File: config.mk
export PLATFORM = sky130hd
export DESIGN_NAME = alu_issue_ctrl_flat
export DESIGN_NICKNAME = d
export VERILOG_FILES = /design/src/rtl/alu_issue_if.sv /design/src/rtl/alu_issue_ctrl.sv /design/src/flat_wrapper.sv
export SDC_FILE = /design/constraint.sdc
export NUM_CORES = 1
export LEC_CHECK = 0
export ABC_AREA = 1
export CELL_PAD_IN_SITES_DETAIL_PLACEMENT = 1
export CELL_PAD_IN_SITES_GLOBAL_PLACEMENT = 2
export CORE_MARGIN = 4
export CORE_UTILIZATION = 22
export DETAILED_ROUTE_END_ITERATION = 8
export GPL_TIMING_DRIVEN = 0
export PLACE_DENSITY_LB_ADDON = 0.25
export SYNTH_ARGS = -nofsm -noshare
export SYNTH_HDL_FRONTEND = slang
export SYNTH_SLANG_ARGS = --single-unit
export TNS_END_PERCENT = 20
File: constraint.sdc
create_clock -name clk -period 1.95 [get_ports clk]
set_input_delay 0.585 -clock clk [delete_from_list [all_inputs] [get_ports clk]]
set_output_delay 0.585 -clock clk [all_outputs]
set_load 0.01 [all_outputs]
File: src/rtl/alu_issue_if.sv
// Handshake and datapath bundle between the instruction source / ALU / memory
// and the ALU issue controller.
interface alu_issue_if #(
  parameter int RETIRE_W = 16
);
  logic                instr_valid;
  logic [31:0]         instr;
  logic                instr_ready;
  logic [4:0]          rs1_addr;
  logic [4:0]          rs2_addr;
  logic [3:0]          operation_code;
  logic [1:0]          alusrc;
  logic [31:0]         immediate;
  logic                issue_valid;
  logic                mem_read;
  logic                mem_write;
  logic [31:0]         alu_result;
  logic [31:0]         mem_rdata;
  logic                wb_en;
  logic [4:0]          wb_addr;
  logic [31:0]         wb_data;
  logic                illegal_instr;
  logic [RETIRE_W-1:0] retired;

  // Upstream side: instruction source, ALU and data memory.
  modport master (
    output instr_valid, instr, alu_result, mem_rdata,
    input  instr_ready, rs1_addr, rs2_addr, operation_code, alusrc, immediate,
           issue_valid, mem_read, mem_write, wb_en, wb_addr, wb_data,
           illegal_instr, retired
  );

  modport slave (
    input  instr_valid, instr, alu_result, mem_rdata,
    output instr_ready, rs1_addr, rs2_addr, operation_code, alusrc, immediate,
           issue_valid, mem_read, mem_write, wb_en, wb_addr, wb_data,
           illegal_instr, retired
  );
endinterface

File: src/rtl/alu_issue_ctrl.sv
// Four-state issue controller for a small RV32 subset: accepts one instruction,
// decodes it, issues ALU/memory controls for one cycle, then writes back.
module alu_issue_ctrl #(
  parameter int RETIRE_W = 16
) (
  input  logic      clk,
  input  logic      reset,
  alu_issue_if.slave bus
);

  typedef enum logic [1:0] {IDLE, DECODE, ISSUE, WB} state_t;

  typedef struct packed {
    logic       legal;
    logic [3:0] op;
    logic [1:0] alusrc;
    logic       writes_rd;
    logic       is_load;
    logic       is_store;
  } dec_t;

  localparam logic [3:0] OP_ADD = 4'b0010;
  localparam logic [3:0] OP_SUB = 4'b0110;
  localparam logic [3:0] OP_MUL = 4'b1010;
  localparam logic [3:0] OP_AND = 4'b0000;
  localparam logic [3:0] OP_OR  = 4'b0001;
  localparam logic [3:0] OP_SLL = 4'b1101;

  function automatic dec_t decode(input logic [6:0] opc, input logic [2:0] f3,
                                  input logic [6:0] f7);
    dec_t d;
    d = '0;
    case (opc)
      7'b0110011: begin
        d.writes_rd = 1'b1;
        if (f3 == 3'b000) begin
          case (f7)
            7'b0000000: begin d.legal = 1'b1; d.op = OP_ADD; end
            7'b0100000: begin d.legal = 1'b1; d.op = OP_SUB; end
            7'b0000001: begin d.legal = 1'b1; d.op = OP_MUL; end
            default: ;
          endcase
        end else if (f7 == 7'b0000000) begin
          case (f3)
            3'b111: begin d.legal = 1'b1; d.op = OP_AND; end
            3'b110: begin d.legal = 1'b1; d.op = OP_OR;  end
            3'b001: begin d.legal = 1'b1; d.op = OP_SLL; end
            default: ;
          endcase
        end
      end
      7'b0010011: begin
        d.writes_rd = 1'b1;
        d.alusrc    = 2'b01;
        case (f3)
          3'b000: begin d.legal = 1'b1; d.op = OP_ADD; end
          3'b111: begin d.legal = 1'b1; d.op = OP_AND; end
          3'b110: begin d.legal = 1'b1; d.op = OP_OR;  end
          3'b001: begin d.legal = (f7 == 7'b0000000); d.op = OP_SLL; end
          default: ;
        endcase
      end
      7'b0000011: begin
        d.legal     = (f3 == 3'b010);
        d.op        = OP_ADD;
        d.alusrc    = 2'b01;
        d.writes_rd = 1'b1;
        d.is_load   = 1'b1;
      end
      7'b0100011: begin
        d.legal    = (f3 == 3'b010);
        d.op       = OP_ADD;
        d.alusrc   = 2'b01;
        d.is_store = 1'b1;
      end
      default: ;
    endcase
    return d;
  endfunction

  state_t              state;
  dec_t                dec_in;
  dec_t                dec_p0;
  logic                instr_ready_q;
  logic [31:0]         immediate_q;
  logic [4:0]          rs1_q;
  logic [4:0]          rs2_q;
  logic [4:0]          rd_p1;
  logic                writes_rd_p1;
  logic                is_load_p1;
  logic [3:0]          op_q;
  logic [1:0]          alusrc_q;
  logic                issue_valid_q;
  logic                mem_read_q;
  logic                mem_write_q;
  logic                wb_en_q;
  logic [31:0]         wb_data_q;
  logic                illegal_q;
  logic [RETIRE_W-1:0] retired_q;

  // Pre-decode the incoming word so the illegal pulse lines up with DECODE.
  assign dec_in = decode(bus.instr[6:0], bus.instr[14:12], bus.instr[31:25]);

  always_ff @(posedge clk) begin
    if (reset) begin
      state         <= IDLE;
      dec_p0        <= '0;
      instr_ready_q <= 1'b1;
      immediate_q   <= '0;
      rs1_q         <= '0;
      rs2_q         <= '0;
      rd_p1         <= '0;
      writes_rd_p1  <= 1'b0;
      is_load_p1    <= 1'b0;
      op_q          <= '0;
      alusrc_q      <= '0;
      issue_valid_q <= 1'b0;
      mem_read_q    <= 1'b0;
      mem_write_q   <= 1'b0;
      wb_en_q       <= 1'b0;
      wb_data_q     <= '0;
      illegal_q     <= 1'b0;
      retired_q     <= '0;
    end else begin
      illegal_q     <= 1'b0;
      issue_valid_q <= 1'b0;
      mem_read_q    <= 1'b0;
      mem_write_q   <= 1'b0;
      wb_en_q       <= 1'b0;
      case (state)
        // p0: accept and latch the raw word
        IDLE: begin
          if (bus.instr_valid) begin
            immediate_q   <= bus.instr;
            dec_p0        <= dec_in;
            illegal_q     <= ~dec_in.legal;
            instr_ready_q <= 1'b0;
            state         <= DECODE;
          end
        end
        // p1: register operand addresses and ALU controls
        DECODE: begin
          rs1_q <= immediate_q[19:15];
          rs2_q <= immediate_q[24:20];
          rd_p1 <= immediate_q[11:7];
          if (dec_p0.legal) begin
            op_q          <= dec_p0.op;
            alusrc_q      <= dec_p0.alusrc;
            writes_rd_p1  <= dec_p0.writes_rd;
            is_load_p1    <= dec_p0.is_load;
            issue_valid_q <= 1'b1;
            mem_read_q    <= dec_p0.is_load;
            mem_write_q   <= dec_p0.is_store;
            state         <= ISSUE;
          end else begin
            instr_ready_q <= 1'b1;
            state         <= IDLE;
          end
        end
        // p2: capture the result; retired is visible during WB
        ISSUE: begin
          wb_data_q <= is_load_p1 ? bus.mem_rdata : bus.alu_result;
          wb_en_q   <= writes_rd_p1 && (rd_p1 != 5'd0);
          retired_q <= retired_q + 1'b1;
          state     <= WB;
        end
        WB: begin
          instr_ready_q <= 1'b1;
          state         <= IDLE;
        end
        default: state <= IDLE;
      endcase
    end
  end

  assign bus.instr_ready    = instr_ready_q;
  assign bus.rs1_addr       = rs1_q;
  assign bus.rs2_addr       = rs2_q;
  assign bus.operation_code = op_q;
  assign bus.alusrc         = alusrc_q;
  assign bus.immediate      = immediate_q;
  assign bus.issue_valid    = issue_valid_q;
  assign bus.mem_read       = mem_read_q;
  assign bus.mem_write      = mem_write_q;
  assign bus.wb_en          = wb_en_q;
  assign bus.wb_addr        = rd_p1;
  assign bus.wb_data        = wb_data_q;
  assign bus.illegal_instr  = illegal_q;
  assign bus.retired        = retired_q;

endmodule

File: src/flat_wrapper.sv
// flat-port wrapper written by rule: the top's interface ports become plain ports
module alu_issue_ctrl_flat 
#(
  parameter int RETIRE_W = 16
)
  (clk, reset, bus_instr_valid, bus_instr, bus_alu_result, bus_mem_rdata, bus_instr_ready, bus_rs1_addr, bus_rs2_addr, bus_operation_code, bus_alusrc, bus_immediate, bus_issue_valid, bus_mem_read, bus_mem_write, bus_wb_en, bus_wb_addr, bus_wb_data, bus_illegal_instr, bus_retired);
  alu_issue_if #(.RETIRE_W(RETIRE_W)) bus_i ();
  input  logic clk;
  input  logic reset;
  input wire logic [$bits(bus_i.instr_valid)-1:0] bus_instr_valid;
  input wire logic [$bits(bus_i.instr)-1:0] bus_instr;
  input wire logic [$bits(bus_i.alu_result)-1:0] bus_alu_result;
  input wire logic [$bits(bus_i.mem_rdata)-1:0] bus_mem_rdata;
  output wire logic [$bits(bus_i.instr_ready)-1:0] bus_instr_ready;
  output wire logic [$bits(bus_i.rs1_addr)-1:0] bus_rs1_addr;
  output wire logic [$bits(bus_i.rs2_addr)-1:0] bus_rs2_addr;
  output wire logic [$bits(bus_i.operation_code)-1:0] bus_operation_code;
  output wire logic [$bits(bus_i.alusrc)-1:0] bus_alusrc;
  output wire logic [$bits(bus_i.immediate)-1:0] bus_immediate;
  output wire logic [$bits(bus_i.issue_valid)-1:0] bus_issue_valid;
  output wire logic [$bits(bus_i.mem_read)-1:0] bus_mem_read;
  output wire logic [$bits(bus_i.mem_write)-1:0] bus_mem_write;
  output wire logic [$bits(bus_i.wb_en)-1:0] bus_wb_en;
  output wire logic [$bits(bus_i.wb_addr)-1:0] bus_wb_addr;
  output wire logic [$bits(bus_i.wb_data)-1:0] bus_wb_data;
  output wire logic [$bits(bus_i.illegal_instr)-1:0] bus_illegal_instr;
  output wire logic [$bits(bus_i.retired)-1:0] bus_retired;
  assign bus_i.instr_valid = bus_instr_valid;
  assign bus_i.instr = bus_instr;
  assign bus_i.alu_result = bus_alu_result;
  assign bus_i.mem_rdata = bus_mem_rdata;
  assign bus_instr_ready = bus_i.instr_ready;
  assign bus_rs1_addr = bus_i.rs1_addr;
  assign bus_rs2_addr = bus_i.rs2_addr;
  assign bus_operation_code = bus_i.operation_code;
  assign bus_alusrc = bus_i.alusrc;
  assign bus_immediate = bus_i.immediate;
  assign bus_issue_valid = bus_i.issue_valid;
  assign bus_mem_read = bus_i.mem_read;
  assign bus_mem_write = bus_i.mem_write;
  assign bus_wb_en = bus_i.wb_en;
  assign bus_wb_addr = bus_i.wb_addr;
  assign bus_wb_data = bus_i.wb_data;
  assign bus_illegal_instr = bus_i.illegal_instr;
  assign bus_retired = bus_i.retired;
  alu_issue_ctrl #(.RETIRE_W(RETIRE_W)) u_core (.clk(clk), .reset(reset), .bus(bus_i));
endmodule
==> flow_summary_export.csv, run 1 <==
group,metric,value,unit
worst_setup_path,worstSetupEndpointType,"output port",
sta,worst_slew_pin_slew,651.8,ps
place,io_buffers,204,
worst_setup_path,cp_slowest_stage_delay,580,ps
sta,finalMaxSlewViolations,0,
run,cap_violations,0,
synth,synth_top_family_by_area,"simple AND/OR/NAND/NOR gates",
drt,viasPerCell,4.417,
drt,detail-route-antenna-nets,0,
cts,root_buffer,"clkbuf_16",
place,gp_congestion,0.7854,
synth,synth-seq-cells,119,
drt,wire_per_inst,16.37,um
cells_and_area,final_cell_mix,"clkdlybuf4s50_1 (164), nand2_1 (109), dfxtp_1 (109)",
sta,setup_tns,0,ps
floorplanning,die_h,155.7,um
sta,period_needed,1908,ps
worst_setup_path,cpMaxStageDelayCell,"clkdlybuf4s50_1",
synth,synthMuxAreaShare,0,
synth,synthArstFlopShare,0,
cts,clock_path_buffers,2,
cells_and_area,drive_above_1_share,0.08603,
synth,synthCells,659,
worst_setup_path,critical_path.max_fanout,2,
synth,syn_area_per_cell,7.283,um2
synth,yosys_warnings,0,
floorplanning,design.die.area,24240,um2
grt,grt.total_usage,0.1572,
worst_setup_path,path_delay_family,"buffers and inverters",
outcome,status,"finished clean",
synth,synth-compound-area-share,0.2088,
cells_and_area,num_antenna_cells,0,
drt,vias,5168,
floorplanning,rows,53,
synth,synth_nets,759,
worst_setup_path,path_class,"reg2out",
power,power_leakage,0.003592,uW
synth,yosys.area_share.adder,0.002607,
floorplanning,io_pins,206,
synth,synth_area,4800,um2
synth,synthSimpleGateAreaFrac,0.2192,
power,peakVddDrop,0.4941,mV
cts,cts_tree,"built",
sta,final-hold-violation-count,0,
hold_path,hold_path.class,"reg2reg",
grt,grt_pass1_vias,5328,
floorplanning,core_area,21220,um2
sta,timing.slew.headroom,0.5654,
drt,dr.pass1.iters,4,
cts,numCtsBuffers,17,
floorplanning,start_util,0.2262,
power,p_per_area,882.3,nW/um2
worst_setup_path,cp_num_buf_inv,1,
synth,synthXorXnorAreaFrac,0.001825,
grt,overflow,0,
cts,clkLatencyLatePin,420,ps
sta,fin_crit_sh,0.9785,
drt,route.detailed.drc,0,
sta,rsz0062_at_grt,"true",
cts,htree_levels,4,
synth,synth-edff-count,0,
grt,grt_pass1_wl,29970,um
sta,finClkSkew,9.729,ps
grt,antenna_found_initial,0,
worst_setup_path,cp_data_arrival_time,1320,ps
synth,yosys_most_used_dff,"dfxtp_1",
synth,yosysUniqueCellTypes,29,
sta,setup_viol_count_final,0,
cells_and_area,area_growth,64.23,%
cells_and_area,final_nets,982,
drt,drt-initial-drc-count,208,
worst_setup_path,crit_path_cell_trace,"clkdlybuf4s50_1",
cells_and_area,layout_commonest_cell,"clkdlybuf4s50_1",
cts,cts.sink_count,119,
floorplanning,die_x,155.7,um
grt,grt_start_max_net_pins,17,
place,dp_hpwl,14710,um
worst_setup_path,start_kind,"flip-flop",
sta,fmax,0.5241,GHz
sta,whs,450.4,ps
drt,wl,19160,um
cts,clk_pin_slew,60,ps
synth,synth-seq-area-share,0.4964,
worst_setup_path,required,1360,ps
-- power by group --
part	leakage (uW)	total, uW	internal, uW	switching, uW
clock	0.000311	3470	2280	1190
combinational	0.00230	859	449	410
sequential	0.000976	2630	2560	71.9
total	0.00359	6950	5280	1680
-- cell type report --
type	count	area, um2
Fill cell	2576	13340
Sequential cell	119	2395
Multi-Input combinational cell	456	2087
Timing Repair Buffer	204	2059
Clock buffer	21	480.5
Tap cell	275	344.1
Buffer	39	177.7
Clock inverter	11	170.2
Inverter	45	168.9
-- registers in the layout (all words and copies together) (netlist names), named ones only --
signal	cells
u_core.bus.mem_write	1
u_core.bus.immediate	32
u_core.bus.wb_en	1
u_core.bus.retired	16
u_core.bus.operation_code	4
u_core.state	1
u_core.bus.wb_data	32
u_core.bus.illegal_instr	1
u_core.bus.issue_valid	1
u_core.is_load_p1	1
u_core.bus.wb_addr	5
u_core.bus.mem_read	1
u_core.bus.rs2_addr	5
u_core.bus.rs1_addr	5
u_core.bus.instr_ready	1
u_core.dec_p0	9
u_core.bus.alusrc	1
u_core.writes_rd_p1	1
-- path summary, 6_finish.rpt --
check / from / slack, ps / to / cells past startpoint
max: u_core.bus.operation_code[0]$_SDFFE_PP0P_ / 40 / bus_operation_code[0] / 1
min: u_core.dec_p0[0]$_SDFFE_PP0P_ / 450 / u_core.bus.mem_write$_SDFF_PP0_ / 2
max reg2reg: u_core.bus.retired[0]$_SDFFE_PP0P_ / 350 / u_core.bus.retired[10]$_SDFFE_PP0P_ / 8
min reg2reg: u_core.dec_p0[0]$_SDFFE_PP0P_ / 450 / u_core.bus.mem_write$_SDFF_PP0_ / 2
-- timing repair --
action / 4_1_cts / 5_1_grt
endpoints found under the setup margin: 54 / 63
hold buffers: 0 / 0
pin swaps: 0 / 0
setup buffers: 0 / 0
resized for setup: 36 / 29
-- Yosys cell counts, drive strengths merged (3+ instances only) --
| cell | count | area (um2) |
|---|---|---|
| buf | 18 | 90.09 |
| nand2 | 110 | 415.4 |
| inv | 45 | 168.9 |
| a21oi | 95 | 475.5 |
| a31oi | 3 | 18.77 |
| nor2 | 110 | 425.4 |
| nor3 | 11 | 71.32 |
| nand4 | 4 | 25.02 |
| clkbuf | 21 | 78.83 |
| o21ai | 92 | 460.4 |
| nand3 | 22 | 115.1 |
| dfxtp | 119 | 2382 |
| a211oi | 3 | 22.52 |
-- routing by layer --
layer  vias up  wire, um  global-route usage
met1      2422      8373              0.1912
met2       105      9552              0.2726
li1       2621         -                   -
met4         0       374             0.04919
met3        20       857             0.04022
met5         -         0                   0
-- cells by family (layout without fill, tap and decap cells) --
kind of cell / count (synthesis) / in the layout
buf+inv: 84 / 320
xor+xnor: 1 / 1
fa+ha+maj: 1 / 1
other cells: 1 / 1
flops: 119 / 119
compound gates: 196 / 196
simple gates: 257 / 257
-- stage by stage --
| stage | area, um2 | std cells | setup WS (ps) | power, uW | util |
|---|---|---|---|---|---|
| after CTS | 7828 | 1170 | -9.297 | 7081 | 0.3689 |
| after floorplan | 4800 | 659 | 451.3 | 2999 | - |
| after global placement | 7186 | 1138 | -521.7 | 3570 | 0.3386 |
| after global routing | 7883 | 1170 | -7.435 | 7270 | 0.3715 |
| final | 7883 | 1170 | 41.98 | 6955 | 0.3715 |
| after detailed placement | 7186 | 1138 | -561.5 | 3576 | 0.3386 |
No activity file was read; power rests on OpenSTA's default activity.
==> inputs of run 2 (changes only) <==
--- a/config.mk
+++ b/config.mk
@@ -13,6 +13,7 @@
 export DETAILED_ROUTE_END_ITERATION = 8
 export GPL_TIMING_DRIVEN = 0
 export PLACE_DENSITY_LB_ADDON = 0.25
+export SETUP_SLACK_MARGIN = 0.02
 export SYNTH_ARGS = -nofsm -noshare
 export SYNTH_HDL_FRONTEND = slang
 export SYNTH_SLANG_ARGS = --single-unit
==> run 2 against run 1 <==
- sequential power barely moved
- maximum frequency up 0.81%
- worst hold slack hardly changed
- final area barely moved
- count of clock-buffer cells in the layout unchanged
- core utilization barely moved
- wire length barely moved
- final cell count did not move
- combinational power fell by 2%
==> flow_summary_export.csv, run 2 (same netlist as run 1, synthesis figures left out) <==
group,metric,value,unit
floorplanning,rows,53,
cts,htree_levels,4,
sta,fmax,0.5283,GHz
cells_and_area,final_nets,982,
outcome,status,"finished clean",
sta,finalMaxSlewViolations,0,
drt,wire_per_inst,16.38,um
worst_setup_path,required,1360,ps
worst_setup_path,crit_path_end,"bus_wb_data[2]",
power,p_total,6945,uW
worst_setup_path,r2r_slack,350,ps
grt,antenna_found_initial,0,
sta,final-hold-violation-count,0,
drt,dr.pass1.iters,4,
place,dp_hpwl,14710,um
worst_setup_path,r2r-start,"u_core.bus.retired[0]$_SDFFE_PP0P_",
worst_setup_path,cpMaxStageDelayCell,"clkdlybuf4s50_1",
power,peakVddDrop,0.4943,mV
drt,detail-route-antenna-nets,0,
sta,fin_crit_sh,0.9706,
cts,postCtsSetupRepairBufs,0,
place,placedCellCount,1138,
drt,drt-initial-drc-count,217,
drt,vias,5170,
grt,grt_start_max_net_pins,17,
worst_setup_path,path_delay_family,"buffers and inverters",
cells_and_area,layout_commonest_cell,"clkdlybuf4s50_1",
grt,grt.total_usage,0.1573,
floorplanning,start_util,0.2262,
worst_setup_path,worstSetupEndpointType,"output port",
place,post-place-ws,-561.5,ps
cts,clock_path_buffers,2,
run,cap_violations,0,
sta,finClkSkew,9.560,ps
cts,cts.sink_count,119,
power,power_leakage,0.003814,uW
worst_setup_path,cp-startpoint,"u_core.bus.wb_data[2]$_SDFFE_PP0P_",
worst_setup_path,crit_path_cell_trace,"clkdlybuf4s50_1",
floorplanning,die_x,155.7,um
cts,numCtsBuffers,17,
sta,worst_slew_pin_slew,651.9,ps
sta,period_needed,1893,ps
sta,setup_ws,57.29,ps
worst_setup_path,r2r_end,"u_core.bus.retired[10]$_SDFFE_PP0P_",
cts,clkLatencyLatePin,420,ps
worst_setup_path,cp_slowest_stage_delay,570,ps
grt,grt_pass1_wl,29990,um
cells_and_area,area_growth,64.29,%
place,gp_congestion,0.7854,
drt,route.detailed.drc,0,
cells_and_area,stdcell_count,1170,
sta,timing.slew.headroom,0.5654,
cells_and_area,drive_above_1_share,0.08603,
power,p_per_area,880.8,nW/um2
worst_setup_path,start_kind,"flip-flop",
worst_setup_path,critical_path.max_fanout,2,
worst_setup_path,path_class,"reg2out",
worst_setup_path,cp_num_buf_inv,1,
worst_setup_path,cp.depth,1,
place,io_buffers,204,
drt,viasPerCell,4.419,
worst_setup_path,cp_data_arrival_time,1310,ps
cts,postCtsHoldBufs,0,
cells_and_area,num_antenna_cells,0,
floorplanning,core_area,21220,um2
floorplanning,die_h,155.7,um
cells_and_area,final_cell_mix,"clkdlybuf4s50_1 (139), nand2_1 (109), dfxtp_1 (109)",
floorplanning,io_pins,206,
sta,setup_viol_count_final,0,
cts,root_buffer,"clkbuf_16",
grt,grt_pass1_vias,5329,
sta,rsz0062_at_grt,"true",
hold_path,hold_path.class,"reg2reg",
drt,wl,19170,um
cts,cts_tree,"built",
worst_setup_path,worstRegToRegCells,8,
cts,clk_pin_slew,60,ps
grt,overflow,0,
floorplanning,design.die.area,24240,um2
run 2: cell count changes in the layout (fill, tap and decap cells not counted):
cell	previous run	this run
clkdlybuf4s50_1	164	139
clkbuf_2	5	4
dlymetal6s2s_1	18	27
buf_2	17	18
dlygate4sd2_1	22	38
run 2: area by class of cell:
cell class                 instances  area [um2]
timing repair buffer             204        2062
multi-input combinational        456        2087
buffer                            39       177.7
inverter                          45       168.9
fill                            2583       13340
sequential                       119        2395
tap                              275       344.1
clock buffer                      21       480.5
clock inverter                    11       170.2
run 2: metal layers:
| metal | part of all wire | wire [um] | track usage |
|---|---|---|---|
| met1 | 0.43 | 8293 | 0.1916 |
| met2 | 0.50 | 9581 | 0.2726 |
| met3 | 0.046 | 891 | 0.04022 |
| met4 | 0.021 | 403 | 0.04919 |
| met5 | 0 | 0 | 0 |
run 2: what timing repair did:
item / in CTS / in global routing
endpoints found under the setup margin: 78 / 77
pin swaps: 0 / 0
resized for setup: 53 / 37
gates cloned: 0 / 0
run 2: how the worst min path moves through the flow:
stage	startpoint	end	slack [ps]	cells past startpoint
detailed placement	u_core.dec_p0[0]$_SDFFE_PP0P_	u_core.bus.mem_write$_SDFF_PP0_	430	2
global route	u_core.dec_p0[0]$_SDFFE_PP0P_	u_core.bus.mem_write$_SDFF_PP0_	480	2
finish	u_core.dec_p0[0]$_SDFFE_PP0P_	u_core.bus.mem_write$_SDFF_PP0_	450	2
CTS	u_core.dec_p0[0]$_SDFFE_PP0P_	u_core.bus.mem_write$_SDFF_PP0_	450	2
floorplan	u_core.dec_p0[0]$_SDFFE_PP0P_	u_core.bus.mem_write$_SDFF_PP0_	410	2
global placement	u_core.dec_p0[0]$_SDFFE_PP0P_	u_core.bus.mem_write$_SDFF_PP0_	430	2
run 2: power breakdown:
group / leakage, uW / total (uW) / switching [uW] / internal, uW
logic: 0.00253 / 844 / 410 / 435
clock network: 0.000311 / 3480 / 1200 / 2280
registers: 0.000976 / 2630 / 71.0 / 2560
total: 0.00381 / 6950 / 1680 / 5260
run 2: metrics by stage:
| stage | setup TNS, ps | hold slack [ps] | utilization | instance area, um2 |
|---|---|---|---|---|
| final | 0 | 450.8 | 0.3716 | 7885 |
| after global routing | -14.43 | 479.2 | 0.3716 | 7885 |
| after CTS | -7.597 | 453.8 | 0.3680 | 7809 |
| after detailed placement | -37720 | 429.5 | 0.3386 | 7186 |
| after global placement | -35900 | 427.6 | 0.3386 | 7186 |
| after floorplan | 0 | 408.3 | - | 4800 |
